===== config.mk =====
export PLATFORM = sky130hd
export DESIGN_NAME = alarm_snooze_ctrl
export DESIGN_NICKNAME = d
export VERILOG_FILES = /design/src/rtl/alarm_snooze_ctrl.sv
export SDC_FILE = /design/constraint.sdc
export NUM_CORES = 1
export LEC_CHECK = 0
export BUFFER_PORTS_ARGS = -buffer_cell sky130_fd_sc_hd__buf_4
export CORE_MARGIN = 2
export CORE_UTILIZATION = 57
export DETAILED_ROUTE_END_ITERATION = 8
export HOLD_SLACK_MARGIN = 0.12
export PLACE_DENSITY_LB_ADDON = 0.2
export SYNTH_ARGS = -nofsm -noshare
export SYNTH_HDL_FRONTEND = slang
export SYNTH_SLANG_ARGS = --single-unit

===== constraint.sdc =====
create_clock -name clock -period 5.4 [get_ports clock]
set_clock_uncertainty 0.15 [all_clocks]
set_input_delay 0.54 -clock clock [delete_from_list [all_inputs] [get_ports clock]]
set_output_delay 0.54 -clock clock [all_outputs]
set_load 0.005 [all_outputs]

===== src/rtl/alarm_snooze_ctrl.sv =====
// alarm_snooze_ctrl: snooze/stop/auto-off sequencer that owns the alarm write path of ALARM_CLOCK.
// Optional ALARM_SNOOZE_AUTO_OFF_EN builds the ring-seconds counter and timeout exit.
module alarm_snooze_ctrl #(
    parameter int unsigned SNOOZE_MIN     = 9,
    parameter int unsigned MAX_SNOOZE     = 3,
    parameter int unsigned RING_TIMEOUT_S = 60
) (
    input  logic       clock,
    input  logic       reset,
    input  logic       sec_tick,
    input  logic [3:0] cur_hours,
    input  logic [5:0] cur_minutes,
    input  logic       alarm_ringing,
    input  logic       snooze_req,
    input  logic       stop_req,
    input  logic       user_set_alarm,
    input  logic [3:0] user_alarm_hours,
    input  logic [5:0] user_alarm_minutes,
    output logic       set_alarm,
    output logic [3:0] alarm_hours,
    output logic [5:0] alarm_minutes,
    output logic       buzzer,
    output logic       snoozing,
    output logic [2:0] snooze_count
);
    localparam logic [2:0] IDLE     = 3'd0;
    localparam logic [2:0] RING     = 3'd1;
    localparam logic [2:0] SNZ_LOAD = 3'd2;
    localparam logic [2:0] SNZ_WAIT = 3'd3;
    localparam logic [2:0] RESTORE  = 3'd4;
    localparam logic [2:0] MUTED    = 3'd5;

    logic [2:0] r_state;
    logic       r_ring_q;
    logic [3:0] r_base_h;
    logic [5:0] r_base_m;
    logic       w_ring_rise;
    logic       w_timeout;
    logic       w_snz_ok;
    logic       w_carry;
    logic [6:0] w_sum;
    logic [3:0] w_snz_h;
    logic [5:0] w_snz_m;
    logic [3:0] w_rst_h;
    logic [5:0] w_rst_m;

    assign w_ring_rise = alarm_ringing & ~r_ring_q;
    assign w_snz_ok    = snooze_count < MAX_SNOOZE[2:0];
    assign w_sum       = {1'b0, cur_minutes} + SNOOZE_MIN[6:0];
    assign w_carry     = w_sum >= 7'd60;
    assign w_snz_m     = w_carry ? 6'(w_sum - 7'd60) : w_sum[5:0];
    assign w_snz_h     = !w_carry ? cur_hours : (cur_hours == 4'd11 ? 4'd0 : cur_hours + 4'd1);
    // A base written in the same cycle as the restoring event must still win.
    assign w_rst_h     = user_set_alarm ? user_alarm_hours : r_base_h;
    assign w_rst_m     = user_set_alarm ? user_alarm_minutes : r_base_m;

`ifdef ALARM_SNOOZE_AUTO_OFF_EN
    logic [7:0] r_ring_sec;
    always_ff @(posedge clock or posedge reset) begin
        if (reset)
            r_ring_sec <= 8'd0;
        else
            r_ring_sec <= (r_state == RING) ? r_ring_sec + {7'd0, sec_tick} : 8'd0;
    end
    assign w_timeout = r_ring_sec == RING_TIMEOUT_S[7:0];
`else
    logic w_unused;
    assign w_unused  = sec_tick ^ (RING_TIMEOUT_S == 0);
    assign w_timeout = 1'b0;
`endif

    // Outputs are registered alongside the state so they appear in the target state's first cycle.
    always_ff @(posedge clock or posedge reset) begin
        if (reset) begin
            r_state       <= IDLE;
            r_ring_q      <= 1'b0;
            r_base_h      <= 4'd0;
            r_base_m      <= 6'd0;
            set_alarm     <= 1'b0;
            alarm_hours   <= 4'd0;
            alarm_minutes <= 6'd0;
            buzzer        <= 1'b0;
            snoozing      <= 1'b0;
            snooze_count  <= 3'd0;
        end else begin
            r_ring_q  <= alarm_ringing;
            set_alarm <= 1'b0;
            if (user_set_alarm) begin
                r_base_h <= user_alarm_hours;
                r_base_m <= user_alarm_minutes;
            end
            case (r_state)
                IDLE: begin
                    if (w_ring_rise) begin
                        r_state <= RING;
                        buzzer  <= 1'b1;
                    end else if (user_set_alarm) begin
                        set_alarm     <= 1'b1;
                        alarm_hours   <= user_alarm_hours;
                        alarm_minutes <= user_alarm_minutes;
                    end
                end
                RING: begin
                    if (stop_req || w_timeout) begin
                        r_state       <= RESTORE;
                        buzzer        <= 1'b0;
                        set_alarm     <= 1'b1;
                        alarm_hours   <= w_rst_h;
                        alarm_minutes <= w_rst_m;
                        snooze_count  <= 3'd0;
                    end else if (snooze_req && w_snz_ok) begin
                        r_state       <= SNZ_LOAD;
                        buzzer        <= 1'b0;
                        set_alarm     <= 1'b1;
                        alarm_hours   <= w_snz_h;
                        alarm_minutes <= w_snz_m;
                        snooze_count  <= snooze_count + 3'd1;
                    end
                end
                SNZ_LOAD: begin
                    r_state  <= SNZ_WAIT;
                    snoozing <= 1'b1;
                end
                SNZ_WAIT: begin
                    if (w_ring_rise) begin
                        r_state  <= RING;
                        buzzer   <= 1'b1;
                        snoozing <= 1'b0;
                    end else if (stop_req) begin
                        r_state       <= RESTORE;
                        snoozing      <= 1'b0;
                        set_alarm     <= 1'b1;
                        alarm_hours   <= w_rst_h;
                        alarm_minutes <= w_rst_m;
                        snooze_count  <= 3'd0;
                    end
                end
                RESTORE: r_state <= MUTED;
                MUTED: if (!alarm_ringing) r_state <= IDLE;
                default: r_state <= IDLE;
            endcase
        end
    end
endmodule


# Yosys cells after proc, flatten, opt, wreduce, memory -nomap -nowiden
# Cells that the tools add are included.
# Widths: inputs -> output; s select.
[word_totals]
out_inout_bits = 16
register_bits = 30
mem_count = 0
latch_bits = 0
elab_cells = 90
mem_bits_rw = 0
rom_bits = 0
[classes]
n_lt_le_gt_ge = 2
n_reduce_logical = 12
n_mul = 0
eq_ne = 15
bitwise_logic = 2
muxes = 45
addsub = 4
div_mod_pow = 0
shifts = 0
[ops]
columns = ["operator", "count"]
rows = [
  ["$mux 6", 8],
  ["$mux 4", 9],
  ["$mux 3", 10],
  ["$pmux 3 s6", 1],
  ["$pmux 6 s3", 1],
  ["$ne 2x2->1 const B", 6],
  ["$pmux 4 s3", 1],
  ["$mux 1", 11],
  ["$reduce_and 4->1", 2],
  ["$add 6x4->7 const B", 1],
  ["$ge 7x6->1 const B", 1],
  ["$eq 3x2->1 const B", 2],
  ["$eq 3x3->1 const B", 2],
  ["$ne 3x3->1 const B", 2],
  ["$pmux 3 s2", 1],
  ["$reduce_and 6->1", 1],
  ["$reduce_bool 2->1", 3],
  ["$sub 6x6->6 const B", 1],
  ["$add 4x1->4 const B", 1],
  ["$eq 4x4->1 const B", 1],
  ["$pmux 1 s2", 2],
  ["$add 3x1->3 const B", 1],
  ["$eq 3x1->1 const B", 1],
  ["$logic_not 3->1", 1],
  ["other kinds (10)", 10],
]

# Depth between registers and ports, before layout
# Gate-level depths: netlist of the first run.
[logic_depth]
depth_word = 6
mapped_depth = 8

# Least setup slack after synthesis of the first run
# Ideal clock, no wire load.
[synth_path]
path_type = "input -> register"
start = "input cur_minutes[0]"
end = "register alarm_hours[0]"
stages = 8
setup_slack_ns = 3.104
t_arrival_ns = 2.011
n_path_buf = 0
required_ns = 5.115
setup_time_ns = 0.135
cell_sequence = "ha_1 -> xor2_1 -> ha_1 -> a41oi_2 -> a2bb2oi_4 -> mux2_1 -> nand2_1 -> a31oi_1"
[synth_between]
elab_chain_len = 6
[synth_rtl]
columns = ["item", "line_no", "source"]
rows = [
  ["from (decl)", "12", "input logic [5:0] cur_minutes,"],
  ["$add 6x4->7", "49", "assign w_sum = {1'b0, cur_minutes} + SNOOZE_MIN[6:0];"],
  ["$ge 7x6->1", "50", "assign w_carry = w_sum >= 7'd60;"],
  ["$mux 4", "52", "assign w_snz_h = !w_carry ? cur_hours : (cur_hours == 4'd11 ? 4'd0 : cur_hours + 4'd1);"],
  ["$mux 4", "111", "end else if (snooze_req && w_snz_ok) begin"],
  ["$mux 4", "104", "if (stop_req || w_timeout) begin"],
  ["$pmux 4 s3", "92", "case (r_state)"],
  ["to (signal assigned)", "99", "alarm_hours <= user_alarm_hours;"],
  ["to (signal assigned)", "108", "alarm_hours <= w_rst_h;"],
  ["to (signal assigned)", "115", "alarm_hours <= w_snz_h;"],
  ["to (decl)", "20", "output logic [3:0] alarm_hours,"],
]
# No other way between the ends. The select of a mux whose other input is x is not followed.
# A chain may end at the register's enable or synchronous reset.

# Worst setup path in the final report of the first run
[layout_path]
start = "register r_state[0]"
end = "register alarm_minutes[2]"
[layout_between]
elab_chain_len = 3
word_cells_on_any_way = 11
classes_between = "7 x eq/ne; 1 x mux; 3 x reduce/logical"
[layout_rtl]
columns = ["item", "line_no", "source"]
rows = [
  ["from (decl)", "33", "logic [2:0] r_state;"],
  ["from (signal assigned)", "75", "r_state <= IDLE;"],
  ["from (signal assigned)", "95", "r_state <= RING;"],
  ["from (signal assigned)", "105", "r_state <= RESTORE;"],
  ["$eq 3x1->1 (tied with other cells)", "92", ""],
  ["$ne 3x3->1 (no source line) (tied with other cells)", "--", ""],
  ["$reduce_and 6->1 (no source line)", "--", ""],
  ["to (signal assigned)", "100", "alarm_minutes <= user_alarm_minutes;"],
  ["to (signal assigned)", "109", "alarm_minutes <= w_rst_m;"],
  ["to (signal assigned)", "116", "alarm_minutes <= w_snz_m;"],
  ["to (decl)", "21", "output logic [5:0] alarm_minutes,"],
]
# Several ways; a longest one is shown, not always the timed one.

==> flow_metrics.tcl, run 1 <==
set metrics [dict create \
    ios 43 \
    fin_crit_sh_pct 49.53 \
    tightest_slew_ps 1123 \
    cp.required_ps 5480 \
    row_count 20 \
    reg2reg_from "r_state[0]" \
    antenna_found_initial 0 \
    comb_power_share_pct 47.0 \
    worstPathCellList "nand2b_1 -> nor3_1 -> buf_4 -> nand2b_1 -> nand3b_1 -> inv_1 -> o21ai_0 -> nor2_1" \
    worstSetupEndpointType "flop" \
    wl_met2_mm 2.184 \
    synth-seq-cells 30 \
    slowest_stage "dfrtp_1" \
    first_iter_violations 123 \
    wl_met3_um 241 \
    drv_slew 0 \
    p_leak_nw 0.9862 \
    multi_input_area_um2 947.2 \
    critPathLaunch "r_state[0]" \
    n_fill_cell 245 \
    drc 0 \
    maxCapViolations 0 \
    stdcell_count 262 \
    die_x_um 59.64 \
    irDropWorstVdd_uv 250.1 \
    worst_path_most_repeated_cell "nand2b_1" \
    cts_root_buf "clkbuf_4" \
    setup_viol 0 \
    p_sw_share_pct 40.63 \
    synthCells 188 \
    via_per_inst 6.046 \
    synthFlopType "dfrtp_1" \
    synth_edf_count 0 \
    h-tree-depth 2 \
    ys_types 41 \
    power.density_nw_per_um2 437.5 \
    cp.arrival_ps 2750 \
    wl_mm 4.211 \
    p_sw_mw 0.3797 \
    antenna_cells 0 \
    grt_pass1_wl_mm 6.817 \
    io_buffer_count 41 \
    hold_start "alarm_ringing" \
    dp_hpwl_mm 3.135 \
    max_freq_mhz 373.9 \
    num_vias 1584 \
    seqCellArea_um2 750.7 \
    start_util_pct 58.75 \
    cpPeakStageDelay_ps 610 \
    p_seq_share_pct 39.5 \
    post-cts-setup-buffer-count 0 \
    avgRoutedWirePerCell_um 16.07 \
    grt-ovfl-total 0 \
    netlist_area_um2 1764 \
    syn_to_final_growth_pct 21.06 \
    hold_viol_final 0 \
    rsz0062_at_grt "false" \
    clkTransAtPathRegs_ps 90 \
    start_kind "flop" \
    hold_class "primary input to flop" \
    internal_power_mw 0.5547 \
    grt_pass1_vias 1544 \
    nets 261 \
    die_area_um2 3556 \
    crit_fanout 17 \
    cts.repair.resized 0 \
    drive_above_1_share_pct 27.95 \
    tns_ps 0 \
    top_layer_used "met4" \
    syn-num-nets 220 \
    wl_met1_mm 1.690 \
    grtUsageTotal_pct 26.00 \
    cts_tree "yes" \
    cts_buffers 5 \
    drtAntennaViolNets 0 \
    fin_crit_ps 2674 \
    synth_area_per_cell_um2 9.384 \
    status "finished, final reports clean" \
    synth_warnings 0 \
    cts.sink_count 30 \
    core-area_um2 3003 \
    grt_start_max_net_pins 31 \
    dr.pass1.iters 4 \
    place_inst 255 \
    routabilityCongestion 0.8416 \
    cts_hold_buf 0 \
    relSlewSlack_pct 25.04 \
    clkPwrFrac_pct 13.5 \
    worstSkewPairLatency_ps 340 \
    clock_path_buffers 2 \
    worstSetupPathType "flop to flop" \
    die_h_um 59.64 \
    seq_area_frac_synth_pct 42.55 \
    async_reset_ff_share_pct 100.0 \
]
-- layout by cell type (no fill, tap or decap), drive strengths merged, types with 2 or more instances in the layout --
master,n
inv,9
and3,3
a211oi,2
or2b,3
xor2,3
a221oi,2
a21oi,13
mux2,11
nand2,22
or3,5
nor3,5
mux2i,2
o21ai,17
xnor2,2
dfrtp,30
buf,42
a31oi,8
nor2,11
clkbuf,5
clkinv,2
ha,5
nand3,6
a222oi,2
nand2b,4
-- synth_stat cells (all sizes together) (5+ instances only) --
cell type   n  share of area [%]
nor3        5                1.4
nand2      22                4.7
or3         5                1.8
clkbuf      6                1.3
a31oi       8                2.8
a21oi      13                3.7
inv         9                1.9
dfrtp      30                 43
nand3       6                1.7
nor2       11                2.3
ha          5                3.5
o21ai      17                4.8
mux2       11                7.0
-- registers in the layout, indices dropped and copies added, names as in the netlist --
name,count
alarm_hours,4
alarm_minutes,6
buzzer,1
r_base_h,4
r_base_m,6
r_ring_q,1
r_state,3
set_alarm,1
snooze_count,3
snoozing,1
-- layer usage --
layer  vias to the layer above  GRT usage (%)
met5                         -              0
met4                         0          11.11
met3                        11          6.332
met2                        58          43.64
met1                       755          31.71
li1                        760              -
-- power by group through the flow --
stage	sequential, mW	clock [mW]	combinational [mW]
3_3_place_gp	0.367	0	0.423
4_1_cts	0.369	0.129	0.440
2_1_floorplan	0.348	0	0.288
3_5_place_dp	0.373	0	0.439
5_1_grt	0.379	0.136	0.489
6_report	0.369	0.126	0.439
-- area by class of cell --
class	instances	share of cell area, %
Multi-Input combinational cell	141	44.35
Sequential cell	30	35.15
Timing Repair Buffer	42	14.76
Tap cell	33	1.933
Clock buffer	5	1.757
Inverter	9	1.582
Clock inverter	2	0.4687
-- stage by stage --
| stage | total power, mW | hold slack, ps | instance area [µm²] | setup WS [ps] | util, % |
|---|---|---|---|---|---|
| after floorplan | 0.6365 | 321.8 | 1764 | 3104 | - |
| after global routing | 1.005 | 174.6 | 2136 | 2448 | 71.13 |
| final | 0.9344 | 183.8 | 2136 | 2726 | 71.13 |
| after global placement | 0.7900 | 318.4 | 2088 | 2838 | 69.54 |
| after detailed placement | 0.8118 | 331.8 | 2088 | 2742 | 69.54 |
| after CTS | 0.9375 | 178.3 | 2136 | 2747 | 71.13 |
-- critical path, delay by kind of cell (launching register included) --
| kind | cells | cell delay (ps) |
|---|---|---|
| compound gates | 1 | 230 |
| flops | 1 | 610 |
| simple gates | 5 | 1090 |
| buf+inv | 2 | 480 |
-- cells by family after synthesis --
logic type	Yosys count	synth area share [%]
and+or+nand+nor	64	18.23
AOI/OAI and AO/OA	54	20.85
DFF	30	42.55
buffers and inverters	17	3.759
muxes	13	8.156
xor gates and xnor gates	5	2.908
adders and majority gates	5	3.546
-- final timing paths --
kind / to / slack (ps) / cells past startpoint
setup / recovery: alarm_minutes[2] / 2730 / 8
hold / removal: r_ring_q / 180 / 1
setup reg to reg: alarm_minutes[2] / 2730 / 8
hold reg to reg: alarm_hours[1] / 350 / 2
max in group asynchronous: r_ring_q / 4090 / 2
min in group asynchronous: alarm_minutes[3] / 340 / 2
No activity file was read; power rests on OpenSTA's default activity.
==> inputs of run 2 (changes only) <==
--- a/config.mk
+++ b/config.mk
@@ -7,7 +7,7 @@
 export LEC_CHECK = 0
 export BUFFER_PORTS_ARGS = -buffer_cell sky130_fd_sc_hd__buf_4
 export CORE_MARGIN = 2
-export CORE_UTILIZATION = 57
+export CORE_UTILIZATION = 48
 export DETAILED_ROUTE_END_ITERATION = 8
 export HOLD_SLACK_MARGIN = 0.12
 export PLACE_DENSITY_LB_ADDON = 0.2
==> constraint.sdc (replaced) <==
create_clock -name clock -period 2.2 [get_ports clock]
set_clock_uncertainty 0.15 [all_clocks]
set_input_delay 0.22 -clock clock [delete_from_list [all_inputs] [get_ports clock]]
set_output_delay 0.22 -clock clock [all_outputs]
set_load 0.005 [all_outputs]
==> flow_metrics.tcl, run 2 (same netlist as run 1, synthesis figures left out) <==
set metrics [dict create \
    status "finished, final reports clean" \
    p_sw_mw 0.9643 \
    row_count 22 \
    rsz0062_at_grt "false" \
    drtAntennaViolNets 0 \
    core-area_um2 3606 \
    start_util_pct 48.92 \
    syn_to_final_growth_pct 38.16 \
    antenna_found_initial 0 \
    grt_pass1_wl_mm 7.238 \
    whs_endpoint "alarm_hours[3]" \
    clock_path_buffers 2 \
    critical-path-top-delay-family "buffers and inverters" \
    cts_root_buf "clkbuf_8" \
    setup_viol 0 \
    via_per_inst 5.396 \
    max_freq_mhz 492.6 \
    drc 0 \
    worst_path_most_repeated_cell "buf_4" \
    power.density_nw_per_um2 1058 \
    fin_crit_sh_pct 92.28 \
    grt_start_max_net_pins 31 \
    irDropWorstVdd_uv 632.1 \
    mostFrequentLayoutCell "buf_4" \
    nets 288 \
    cpPeakStageDelay_ps 540 \
    worstPathCellList "dlygate4sd3_1 -> buf_4 -> nand2b_1 -> a21oi_1 -> o21ai_2 -> nand3b_1 -> buf_4 -> or3_1 -> o21ai_1 -> a31oi_1" \
    start_kind "primary input" \
    hold_depth 3 \
    io_buffer_count 41 \
    cts.sink_count 30 \
    fin_crit_ps 2030 \
    worstSkewPairLatency_ps 280 \
    maxCapViolations 0 \
    worst-path-buf-inv 3 \
    r2r_end "alarm_minutes[4]" \
    antenna_cells 0 \
    die_x_um 64.63 \
    drive_above_1_share_pct 30.98 \
    tightest_slew_ps 403.4 \
    ios 43 \
    reg2reg_from "snooze_count[0]" \
    die_area_um2 4176 \
    avgRoutedWirePerCell_um 14.03 \
    hold_start "cur_hours[3]" \
    hold_viol_final 0 \
    internal_power_mw 1.613 \
    grt-ovfl-total 0 \
    p_leak_nw 1.121 \
    first_iter_violations 137 \
    slowest_stage "dlygate4sd3_1" \
    cts_buffers 5 \
    p_seq_share_pct 34.4 \
    cts_tree "yes" \
    h-tree-depth 2 \
    rrSetupSlack_ps 240 \
    reg_top3 "alarm_minutes (6), r_base_m (6)" \
    worstSetupPathType "primary input to flop" \
    wl_mm 4.252 \
    hold_slack_ps 161.6 \
    hold_class "primary input to flop" \
    clkPwrFrac_pct 17.0 \
    cp.arrival_ps 2030 \
    mostFrequentLayoutCells "buf_4 (55), dfrtp_1 (29), nand2_1 (22)" \
    worstSetupEndpointType "flop" \
    worstRegToRegCells 7 \
    p_sw_share_pct 37.41 \
    routabilityCongestion 0.7694 \
    relSlewSlack_pct 73.01 \
    crit_fanout 12 \
    total_power_mw 2.578 \
    comb_power_share_pct 48.6 \
    num_vias 1635 \
    grt_pass1_vias 1598 \
    dp_hpwl_mm 2.907 \
    clkTransAtPathRegs_ps 60 \
    dr.pass1.iters 4 \
    die_h_um 64.63 \
    drv_slew 0 \
    cp.required_ps 2200 \
    grtUsageTotal_pct 22.90 \
]
[run 2: cell count changes in the layout (fill, tap and decap cells not counted), moves of 2 or more]
cell / previous run / this run
dlygate4sd3_1: 0 / 14
buf_4: 42 / 55
clkbuf_8: 0 / 6
clkbuf_4: 5 / 0
clkinv_2: 2 / 0
o21ai_0: 11 / 9
[run 2: how the worst max path moves through the flow]
stage / startpoint / end / slack (ps) / cells past startpoint
CTS: alarm_ringing / alarm_minutes[3] / 40 / 10
global route: alarm_ringing / alarm_hours[0] / 8 / 10
finish: alarm_ringing / alarm_minutes[4] / 170 / 10
detailed placement: cur_minutes[0] / alarm_hours[0] / -20 / 9
global placement: cur_minutes[0] / alarm_hours[0] / 40 / 9
floorplan: cur_minutes[0] / alarm_hours[0] / 220 / 8
[run 2: worst reg2reg max path, cell delays in order, from the launching register on]
cell      delay, ps
dfrtp_1         440
a211oi_2        240
nand2b_1        220
nand3b_1        130
buf_4           190
or3_1           300
o21ai_1          90
a31oi_1          60
[run 2: timing repair]
item,in CTS,in global routing
gates resized for setup,0,5
setup endpoints to repair,0,6
setup buffers,0,1
hold buffers,14,0
endpoints found under the hold margin,45,0
[run 2: power groups by stage]
stage                     clock, mW  combinational [mW]  sequential (mW)
after detailed placement          0                1.20            0.885
after global routing          0.474                1.42            0.907
final                         0.438                1.25            0.887
after floorplan                   0               0.708            0.855
after CTS                     0.448                1.23            0.878
after global placement            0                1.19            0.882
[run 2: final cells by class]
| cell class | instances | area [µm²] |
|---|---|---|
| timing repair buffer | 69 | 553.0 |
| fill | 293 | 1169 |
| clock buffer | 6 | 82.58 |
| sequential | 30 | 752.0 |
| inverter | 9 | 33.78 |
| tap | 48 | 60.06 |
| multi-input combinational | 141 | 955.9 |
[run 2: metal layers]
layer | wire length, µm | vias up | GRT usage (%) | share of wire [%]
met5 | 0 | - | 0 | 0
met4 | 31 | 0 | 9.309 | 0.73
met3 | 193 | 4 | 4.688 | 4.5
met2 | 2076 | 42 | 38.41 | 49
met1 | 1950 | 777 | 28.82 | 46
li1 | - | 812 | - | -
[run 2: through the flow]
stage	instance area [µm²]	setup TNS [ps]	cells	setup slack, ps	util [%]
after floorplan	1764	0	188	223.5	-
after CTS	2420	0	302	40.39	67.11
final	2437	0	303	169.8	67.59
after detailed placement	2197	-15.60	282	-15.60	60.93
after global placement	2197	0	282	40.90	60.93
after global routing	2437	0	303	7.678	67.59
